File: src/rtl/fetch_stage.sv
// Instruction fetch stage: issues word-aligned reads to instruction memory one
// at a time and presents each returned word to decode in an output register.
module fetch_stage #(
   parameter logic [31:0] RESET_PC = 32'h0000_0000
) (
   input  logic        clk_i,
   input  logic        rst_i,
   output logic        imem_req_o,
   output logic [31:0] imem_addr_o,
   input  logic        imem_gnt_i,
   input  logic        imem_rvalid_i,
   input  logic [31:0] imem_rdata_i,
   input  logic        redirect_i,
   input  logic [31:0] redirect_pc_i,
   input  logic        stall_i,
   output logic        instr_valid_o,
   output logic [31:0] instr_o,
   output logic [31:0] pc_o,
   output logic [6:0]  opcode_o
);

   typedef enum logic [1:0] {
      S_REQ     = 2'd0,
      S_WAIT    = 2'd1,
      S_DISCARD = 2'd2
   } state_t;

   state_t      state;
   logic [31:0] fetch_pc;
   logic [31:0] req_pc;
   logic        hold;
   logic        consumed;

   assign hold     = instr_valid_o & stall_i;
   assign consumed = instr_valid_o & ~stall_i;

   // Requests go out only when the output register is free to take the answer,
   // so a held instruction can never be overwritten by a later response.
   assign imem_req_o  = (state == S_REQ) & ~hold & ~redirect_i & ~rst_i;
   assign imem_addr_o = fetch_pc;
   assign opcode_o    = instr_o[6:0];

   always_ff @(posedge clk_i) begin
      if (rst_i) begin
         state         <= S_REQ;
         fetch_pc      <= RESET_PC;
         req_pc        <= RESET_PC;
         instr_valid_o <= 1'b0;
         instr_o       <= 32'h0000_0013;
         pc_o          <= RESET_PC;
      end else begin
         if (consumed) begin
            instr_valid_o <= 1'b0;
         end

         if (redirect_i) begin
            fetch_pc      <= redirect_pc_i & ~32'h0000_0003;
            instr_valid_o <= 1'b0;
            // A response still in flight belongs to the old path and must be eaten.
            if (state != S_REQ) begin
               state <= imem_rvalid_i ? S_REQ : S_DISCARD;
            end
         end else begin
            case (state)
               S_REQ: begin
                  if (imem_req_o && imem_gnt_i) begin
                     req_pc   <= fetch_pc;
                     fetch_pc <= fetch_pc + 32'd4;
                     state    <= S_WAIT;
                  end
               end
               S_WAIT: begin
                  if (imem_rvalid_i) begin
                     instr_o       <= imem_rdata_i;
                     pc_o          <= req_pc;
                     instr_valid_o <= 1'b1;
                     state         <= S_REQ;
                  end
               end
               S_DISCARD: begin
                  if (imem_rvalid_i) begin
                     state <= S_REQ;
                  end
               end
               default: state <= S_REQ;
            endcase
         end
      end
   end

endmodule

File: config.mk
export PLATFORM = sky130hd
export DESIGN_NAME = fetch_stage
export DESIGN_NICKNAME = d
export VERILOG_FILES = /design/src/rtl/fetch_stage.sv
export SDC_FILE = /design/constraint.sdc
export NUM_CORES = 1
export LEC_CHECK = 0
export ABC_AREA = 1
export ABC_CLOCK_PERIOD_IN_PS = 1850
export BUFFER_PORTS_ARGS = -buffer_cell sky130_fd_sc_hd__buf_2
export CAP_MARGIN = 15
export CORE_MARGIN = 2
export CORE_UTILIZATION = 53
export CTS_BUF_LIST = sky130_fd_sc_hd__clkbuf_4 sky130_fd_sc_hd__clkbuf_8
export CTS_CLUSTER_DIAMETER = 50
export DETAILED_ROUTE_END_ITERATION = 16
export PLACE_DENSITY = 0.86
export SKIP_LAST_GASP = 1
export SLEW_MARGIN = 20
export SYNTH_ARGS = -nofsm -noshare
export SYNTH_HDL_FRONTEND = slang
export SYNTH_SLANG_ARGS = --single-unit
File: constraint.sdc
create_clock -name clk_i -period 1.85 [get_ports clk_i]
set_clock_uncertainty 0.05 [all_clocks]
set_input_delay 0.2775 -clock clk_i [delete_from_list [all_inputs] [get_ports clk_i]]
set_output_delay 0.2775 -clock clk_i [all_outputs]
set_load 0.02 [all_outputs]
==> metrics.md, run 1 <==
| Metric | Value |
|---|---|
| Status | `complete, no violations` |
| Fmax | `580 MHz` |
| Max Root-Sink Buffers | `2` |
| RSZ-0062 raised after global routing | `true` |
| Critical path type | `reg2reg` |
| Final min period | `1.72 ns` |
| Final hold slack | `0.0177 ns` |
| Worst Reg-to-Reg Cells | `7` |
| Worst reg2reg startpoint | `state[0]` |
| Hold violation total from the final report | `0` |
| Register area share after synthesis | `0.450` |
| Routed via count | `5,643` |
| Worst-Margin Slew | `0.522 ns` |
| Root Buffer Master | `clkbuf_8` |
| Io pins | `175` |
| CP arrival | `2.03 ns` |
| Syn Inst Count | `783` |
| Final core utilization | `0.684` |
| Reg2Reg Capture Point | `imem_addr_o[19]` |
| Period utilization | `0.931` |
| DRC | `0` |
| Relative slew slack | `0.652` |
| Routability congestion estimate from global placement | `0.906` |
| CP required | `2.16 ns` |
| Initial Util | `0.541` |
| Die Ht | `106 um` |
| YS warnings | `0` |
| CP endpoint | `imem_addr_o[19]` |
| Critical path's largest stage delay | `0.33 ns` |
| Largest net degree at the start of global routing | `65` |
| Final setup viols | `0` |
| Num CTS Buffers | `17` |
| Ant diodes | `0` |
| First-pass GRT wire length | `23,400 um` |
| Vias in the first global route | `4,952` |
| 1st-iter DRT viols | `471` |
| Routed length per instance | `13.7 um` |
| Core Area | `10,300 um2` |
| Max VDD drop | `0.534 mV` |
| TritonCTS Sinks | `125` |
| Synth unique cells | `36` |
| CP max-delay cell | `dfxtp_1` |
| Netlist Area Pre-Place | `5560 um2` |
| Die ar. | `11,300 um2` |
| Fillers | `903` |
| Initial antenna violation count | `0` |
| Slew Viols, Final | `0` |
| Multi-input gate area | `2560 um2` |
| Nets | `1,018` |
| Grt total ovfl | `0` |
| FF+latch area | `2500 um2` |
| GRT Util Overall | `0.260` |
| CP Depth | `7` |
| CP startpoint | `state[0]` |
| CP Launch Type | `flop` |
| Antenna Violating Nets Remaining | `0` |
| Layout cell share with drive strength beyond 1 | `0.264` |
| Port Buffers | `168` |
| DRT Wirelength | `15,000 um` |
| Area growth syn-to-layout | `26.4%` |
| R2r setup slk | `0.13 ns` |
| Clk_lat worst skew | `0.43 ns` |
| Die X | `106 um` |
| Worst Setup End Kind | `flop` |
| FP Rows | `37` |
| LEAKAGE | `3.46 nW` |
| Worst Hold Class | `in2reg` |
| Maximum fanout along the worst path | `15` |
| CP delay by family, top | `buffers and inverters` |
| HPWL Detailed | `10,400 um` |
| Synthesized flop and latch total | `125` |
| P per Cell Area | `912 nW/um2` |
| Mapped Avg Cell Area | `7.11 um2` |
| Vias per cell | `5.16` |
| CP bufs+invs | `3` |
| H-tree levels | `4` |
| Detailed-router iteration count before antenna repair | `7` |
| Max cap viols | `0` |
| CP Cell Sequence | `inv_1, ha_1, nand4_4, inv_2, buf_4, nand3_1, a21oi_1` |
| Clock-pin slew on the worst setup and hold paths | `0.07 ns` |
| Total negative setup slack | `0 ns` |
| CTS tree | `done` |
==> area by class of cell <==
cell class                      instances  area share
Tap cell                              136      0.0242
Inverter                               72      0.0388
Clock buffer                           18      0.0343
Timing Repair Buffer                  190       0.149
Clock inverter                         13      0.0338
Sequential cell                       125       0.356
Multi-Input combinational cell        539       0.364
==> per-stage QoR <==
step           cell area [um2]  std cells  power [W]  setup WS, ns
4_1_cts                   7020       1093    0.00645        0.0967
3_3_place_gp              6510       1059    0.00359         0.166
2_1_floorplan             5580        786    0.00334         0.173
3_5_place_dp              6510       1059    0.00359         0.110
6_report                  7030       1093    0.00642         0.127
5_1_grt                   7030       1093    0.00664       -0.0170
==> power breakdown <==
group          total (W)  switching (W)  internal (W)
clock network    0.00287        0.00111       0.00176
registers        0.00288      0.0000883       0.00279
logic           0.000668       0.000423      0.000244
==> registers in the layout, indices dropped and copies added, names as in the netlist <==
register,flops
instr_o,32
imem_addr_o,30
pc_o,30
req_pc,30
state,2
instr_valid_o,1
==> tightest hold or removal path, stage by stage <==
cell,delay [ns]
buf_2,0.07
nor2_1,0.03
nor2_1,0.08
==> repair_timing <==
action | 4_1_cts | 5_1_grt
setup endpoints to repair | 0 | 15
hold buffers | 3 | 0
hold endpoints to repair | 3 | 0
gates resized for setup | 0 | 6
buffers inserted | 0 | 0
==> cell usage after synthesis (all sizes together) <==
master,n,area share
nor2,166,0.12
inv,71,0.048
a21boi,1,0.0013
a31oi,3,0.0034
a211oi,11,0.024
nand3,44,0.040
o211a,2,0.0036
dfxtp,125,0.45
conb,1,0.00067
and2,2,0.0022
nand2,143,0.097
ha,3,0.0067
nand3b,2,0.0027
a21oi,51,0.046
o21a,1,0.0013
or2,1,0.0011
buf,24,0.030
nor3b,3,0.0040
xor2,5,0.0079
o21ai,92,0.083
o211ai,1,0.0013
nand4,2,0.0049
clkinv,1,0.00067
a22oi,1,0.0013
o221ai,1,0.0016
clkbuf,26,0.018
==> placed cells by master (no fill, tap or decap), drive strengths merged, types with 2 or more instances in the layout <==
master and count:
nor2 166, buf 187, nand2 143, clkinv 6
o211a 2, nand3b 2, dfxtp 125, a211oi 11
xor2 5, clkbuf 18, and2 2, dlygate4sd3 3
conb 4, nand3 44, bufinv 6, a31oi 3
o21ai 92, ha 3, nand4 2, nor3b 3
a21oi 51, inv 73
==> layer usage <==
layer | GRT usage | part of all wire
met1 | 0.323 | 0.43
met2 | 0.438 | 0.47
met3 | 0.0644 | 0.083
met4 | 0.0983 | 0.020
met5 | 0 | 0
==> worst min-delay path by stage <==
stage / startpoint / endpoint / depth (start not counted)
global placement: state[1] / state[1] / 2
CTS: imem_rdata_i[10] / instr_o[10] / 3
detailed placement: req_pc[4] / req_pc[4] / 2
floorplan: imem_rdata_i[0] / instr_o[0] / 2
global route: imem_rdata_i[26] / instr_o[26] / 3
finish: imem_rdata_i[17] / instr_o[17] / 3
==> kinds of logic after synthesis <==
logic type | count (synthesis) | share of synthesized area
fa+ha+maj | 3 | 0.00675
xor+xnor | 5 | 0.00787
compound gates | 164 | 0.166
simple gates | 363 | 0.273
flops | 125 | 0.450
buf+inv | 122 | 0.0960
other cells | 1 | 0.000674
No activity file was read; power rests on OpenSTA's default activity.
==> inputs of run 2 (changes only) <==
- ABC_CLOCK_PERIOD_IN_PS: 1850 -> 1800
- clock period: 1.85 -> 1.8 ns (I/O delays scaled with it)
==> metrics.md, run 2 (synthesis gave the netlist of run 1 again) <==
| Metric | Value |
|---|---|
| Status | `complete, no violations` |
| Finished Cell Area | `7070 um2` |
| Critical path's largest stage delay | `0.32 ns` |
| Layout cell share with drive strength beyond 1 | `0.270` |
| CP delay by family, top | `simple AND/OR/NAND/NOR gates` |
| Routability congestion estimate from global placement | `0.904` |
| CTS tree | `done` |
| Max VDD drop | `0.653 mV` |
| GRT Util Overall | `0.272` |
| TritonCTS Sinks | `125` |
| Root Buffer Master | `clkbuf_8` |
| LEAKAGE | `3.45 nW` |
| Vias in the first global route | `5,112` |
| Initial Util | `0.541` |
| CP required | `2.11 ns` |
| Worst-Margin Slew | `0.523 ns` |
| Max cap viols | `0` |
| First-pass GRT wire length | `24,600 um` |
| Nets | `1,034` |
| Die X | `106 um` |
| R2r setup slk | `0.10 ns` |
| Relative slew slack | `0.652` |
| Hold violation total from the final report | `0` |
| Detailed-router iteration count before antenna repair | `8` |
| Period utilization | `0.943` |
| Slew Viols, Final | `0` |
| Die Ht | `106 um` |
| Io pins | `175` |
| Top sig layer | `met4` |
| WL met3 | `1310 um` |
| Design Power | `0.00589 W` |
| CP startpoint | `state[1]` |
| Hold Startpoint | `imem_rdata_i[28]` |
| Final core utilization | `0.687` |
| Area growth syn-to-layout | `27.0%` |
| CP Cell Sequence | `inv_1, ha_1, nand4_4, buf_4, nor2_1, nand3_1, nand2_1, inv_1, a21oi_1` |
| Worst Setup End Kind | `flop` |
| Routed via count | `5,730` |
| Clock-pin slew on the worst setup and hold paths | `0.08 ns` |
| H-tree levels | `4` |
| Critical path type | `reg2reg` |
| Met2 WL post-DR | `7390 um` |
| Core Area | `10,300 um2` |
| Clock group share of total power | `0.375` |
| Final min period | `1.70 ns` |
| CP dominant cell by count | `inv_1` |
| Combinational Power Share | `0.122` |
| Port Buffers | `168` |
| Grt total ovfl | `0` |
| CP bufs+invs | `3` |
| Initial antenna violation count | `0` |
| Max reg flops | `32` |
| Maximum fanout along the worst path | `12` |
| Most common cell after layout, fill and taps aside | `buf_2` |
| Antenna Violating Nets Remaining | `0` |
| Most frequent cells in the layout | `buf_2, nor2_1, nand2_1` |
| Largest net degree at the start of global routing | `69` |
| HPWL Detailed | `10,800 um` |
| Num CTS Buffers | `17` |
| Post-CTS Setup Bufs | `0` |
| Ant diodes | `0` |
| Top reg by flops | `instr_o` |
| P_int | `0.00415 W` |
| Fmax | `589 MHz` |
| Metal1 wirelength | `6460 um` |
| DRC | `0` |
| 1st-iter DRT viols | `461` |
| CP arrival | `2.00 ns` |
| Seq pwr share | `0.503` |
| RSZ-0062 raised after global routing | `true` |
| Worst reg2reg startpoint | `state[1]` |
| Clk_lat worst skew | `0.43 ns` |
| Worst Hold Class | `in2reg` |
| Routed length per instance | `13.8 um` |
| Vias per cell | `5.16` |
| DP Area | `6530 um2` |
| DRT Wirelength | `15,300 um` |
| P per Cell Area | `833 nW/um2` |
| CP max-delay cell | `dfxtp_1` |
| Final setup viols | `0` |
| Max Root-Sink Buffers | `2` |
| Switching power | `0.00173 W` |
| FP Rows | `37` |
| CP Launch Type | `flop` |
| Die ar. | `11,300 um2` |
| Switching Share | `0.294` |
## run 2: cell count changes in the layout (fill, tap and decap cells not counted), sizes merged
cell	delta
clkbuf	+1
clkinv	-2
buf	+5
dlygate4sd3	+11
clkinvlp	+5
inv	+3
bufinv	-6
## run 2: area by class of cell
class | instances | area, um2
Fill cell | 895 | 3210
Multi-Input combinational cell | 539 | 2570
Timing Repair Buffer | 206 | 1190
Inverter | 72 | 275
Sequential cell | 125 | 2500
Tap cell | 136 | 170
Clock buffer | 19 | 249
Clock inverter | 13 | 110
## run 2: power groups by stage
stage | Clock (W) | Sequential, W | Combinational [W]
after floorplan | 0 | 0.00310 | 0.000335
after global placement | 0 | 0.00301 | 0.000676
after detailed placement | 0 | 0.00302 | 0.000684
after CTS | 0.00224 | 0.00296 | 0.000712
after global routing | 0.00236 | 0.00297 | 0.000792
final | 0.00221 | 0.00296 | 0.000719
## run 2: through the flow
step           TNS (ns)  hold slack (ns)  std cells  setup WS (ns)
6_report              0           0.0212       1110          0.103
5_1_grt        -0.00916           0.0173       1110       -0.00916
4_1_cts               0         0.000390       1110         0.0332
3_5_place_dp          0            0.407       1064         0.0703
3_3_place_gp          0            0.399       1064          0.111
2_1_floorplan         0            0.346        786          0.123
## run 2: worst paths after layout
path / end / cells after the start
hold reg to reg: req_pc[10] / 2
setup reg to reg: imem_addr_o[21] / 9
setup / recovery: imem_addr_o[21] / 9
hold / removal: instr_o[28] / 3
## run 2: routing by layer
layer	track usage	up-vias
met4	0.0696	0
met1	0.342	2620
met5	0	-
li1	-	2852
met3	0.0754	20
met2	0.462	238
## run 2: what timing repair did
item	CTS	global route
hold endpoints to repair	14	0
hold buffers	14	0
endpoints found under the setup margin	0	65
resized for setup	0	13
## run 2: worst reg2reg max path, delay by kind of cell, from the launching register on
family	cells	cell delay, ns
compound gates	1	0.12
buf+inv	3	0.35
simple gates	4	0.55
flops	1	0.32
fa+ha+maj	1	0.23
==> inputs of run 3 (changes only) <==
- ABC_CLOCK_PERIOD_IN_PS: 1800 -> 2100
- CORE_UTILIZATION: 53 -> 57
- PLACE_DENSITY: 0.86 -> 0.92
- clock period: 1.8 -> 2.1 ns (I/O delays scaled with it)
==> metrics.md, run 3 (synthesis gave the netlist of run 1 again) <==
| Metric | Value |
|---|---|
| First-pass GRT wire length | `23,500 um` |
| Antenna Violating Nets Remaining | `0` |
| Max reg flops | `32` |
| TritonCTS Sinks | `125` |
| Pre-CTS WS | `0.172 ns` |
| Combinational Power Share | `0.105` |
| Critical path type | `reg2reg` |
| DRT Wirelength | `15,400 um` |
| Max Root-Sink Buffers | `2` |
| Max cap viols | `0` |
| Fmax | `549 MHz` |
| Routed via count | `5,754` |
| Die Ht | `103 um` |
| Top reg by flops | `instr_o` |
| Io pins | `175` |
| Vias in the first global route | `5,025` |
| Post-CTS Setup Bufs | `0` |
| HPWL Detailed | `10,600 um` |
| Clock-pin slew on the worst setup and hold paths | `0.07 ns` |
| Most frequent cells in the layout | `buf_2, nor2_1, nand2_1` |
| Final hold slack | `0.0441 ns` |
| Design Power | `0.00557 W` |
| Most common cell after layout, fill and taps aside | `buf_2` |
| LEAKAGE | `3.42 nW` |
| Final min period | `1.82 ns` |
| Total negative setup slack | `0 ns` |
| CP Cell Sequence | `inv_1, ha_1, nand4_4, buf_4, nand2_2, buf_4, o21ai_0, inv_1, nand3_1, nand2_1, inv_1` |
| Die X | `103 um` |
| Detailed-router iteration count before antenna repair | `6` |
| PnR worst setup slack | `0.279 ns` |
| Placed Cells | `1,052` |
| Area growth syn-to-layout | `25.2%` |
| P_int | `0.00414 W` |
| Switching Share | `0.256` |
| Hold buffer count at cts | `0` |
| CP arrival | `2.15 ns` |
| Count of cells resized by post-cts repair | `0` |
| Port Buffers | `168` |
| Slew Viols, Final | `0` |
| 1st-iter DRT viols | `516` |
| Root Buffer Master | `clkbuf_8` |
| Worst Setup End Kind | `flop` |
| Clock group share of total power | `0.438` |
| Routed length per instance | `14.2 um` |
| Routability congestion estimate from global placement | `0.921` |
| Nets | `1,014` |
| Switching power | `0.00143 W` |
| P per Cell Area | `799 nW/um2` |
| RSZ-0062 raised after global routing | `false` |
| Hold violation total from the final report | `0` |
| Worst Hold Class | `in2reg` |
| CTS tree | `done` |
| GRT Util Overall | `0.288` |
| Core Area | `9640 um2` |
| Critical path's largest stage delay | `0.37 ns` |
| Final std cells w/o fill | `1,087` |
| Initial Util | `0.577` |
| Max VDD drop | `0.564 mV` |
| Largest net degree at the start of global routing | `73` |
| Grt total ovfl | `0` |
| FP Rows | `36` |
| CP max-delay cell | `dfxtp_1` |
| H-tree levels | `4` |
| CP Launch Type | `flop` |
| Final setup viols | `0` |
| Ant diodes | `0` |
| Clk_lat worst skew | `0.43 ns` |
| Initial antenna violation count | `0` |
| Seq pwr share | `0.456` |
| DRC | `0` |
| Period utilization | `0.867` |
| Die ar. | `10,600 um2` |
| Maximum fanout along the worst path | `17` |
| Num CTS Buffers | `17` |
| CP dominant cell by count | `inv_1` |
| Layout cell share with drive strength beyond 1 | `0.263` |
| Status | `complete, no violations` |
| CP required | `2.43 ns` |
| Vias per cell | `5.29` |
-- run 3: cell types whose count changed in the layout (fill, tap and decap cells not counted), moves of 2 or more --
cell           before  now
clkinv_2            0    2
inv_6               4    0
inv_2               2    4
buf_4              22   15
nor2_4              6    3
clkinvlp_4          5    1
inv_4               2    0
nor2_1            148  151
bufinv_16           0    5
dlygate4sd3_1      14    0
-- run 3: worst max-delay path: cells and delay by family, from the launching register on --
family                   cells  cell delay, ns
AO/OA/AOI/OAI                1            0.21
flip-flops                   1            0.37
AND/OR/NAND/NOR              4            0.31
buffers and inverters        5            0.58
adder cells (fa/ha/maj)      1            0.25
-- run 3: path summary, 6_finish.rpt --
path | startpoint | endpoint | slack [ns] | cells past startpoint
worst max-delay path | state[0] | imem_addr_o[23] | 0.28 | 11
worst min-delay path | imem_rdata_i[4] | instr_o[4] | 0.04 | 3
worst max register to register | state[0] | imem_addr_o[23] | 0.28 | 11
worst min register to register | req_pc[6] | req_pc[6] | 0.42 | 2
-- run 3: layout make-up --
type	instances	area (um2)
clock inverters	13	214
inverters	72	270
repair buffers	186	1010
flip-flops and latches	125	2500
fillers	818	2670
well taps	133	166
clock buffers	19	255
multi-input cells	539	2540
-- run 3: stage by stage --
stage                     utilization  cell area (um2)
after global routing            0.723             6970
after CTS                       0.720             6940
after detailed placement        0.672             6470
final                           0.723             6970
after global placement          0.672             6470
after floorplan                     -             5580
-- run 3: power by group through the flow --
stage          Combinational [W]  Clock, W  Sequential, W
3_3_place_gp            0.000559         0        0.00259
5_1_grt                 0.000644   0.00258        0.00255
4_1_cts                 0.000577   0.00247        0.00254
6_report                0.000585   0.00244        0.00254
3_5_place_dp            0.000571         0        0.00259
2_1_floorplan           0.000287         0        0.00265
-- run 3: per-layer routing --
metal,GRT usage,share of wire,vias up
met2,0.487,0.48,310
met3,0.0915,0.10,39
met1,0.342,0.40,2587
li1,-,-,2818
met5,0,0,-
met4,0.111,0.022,0
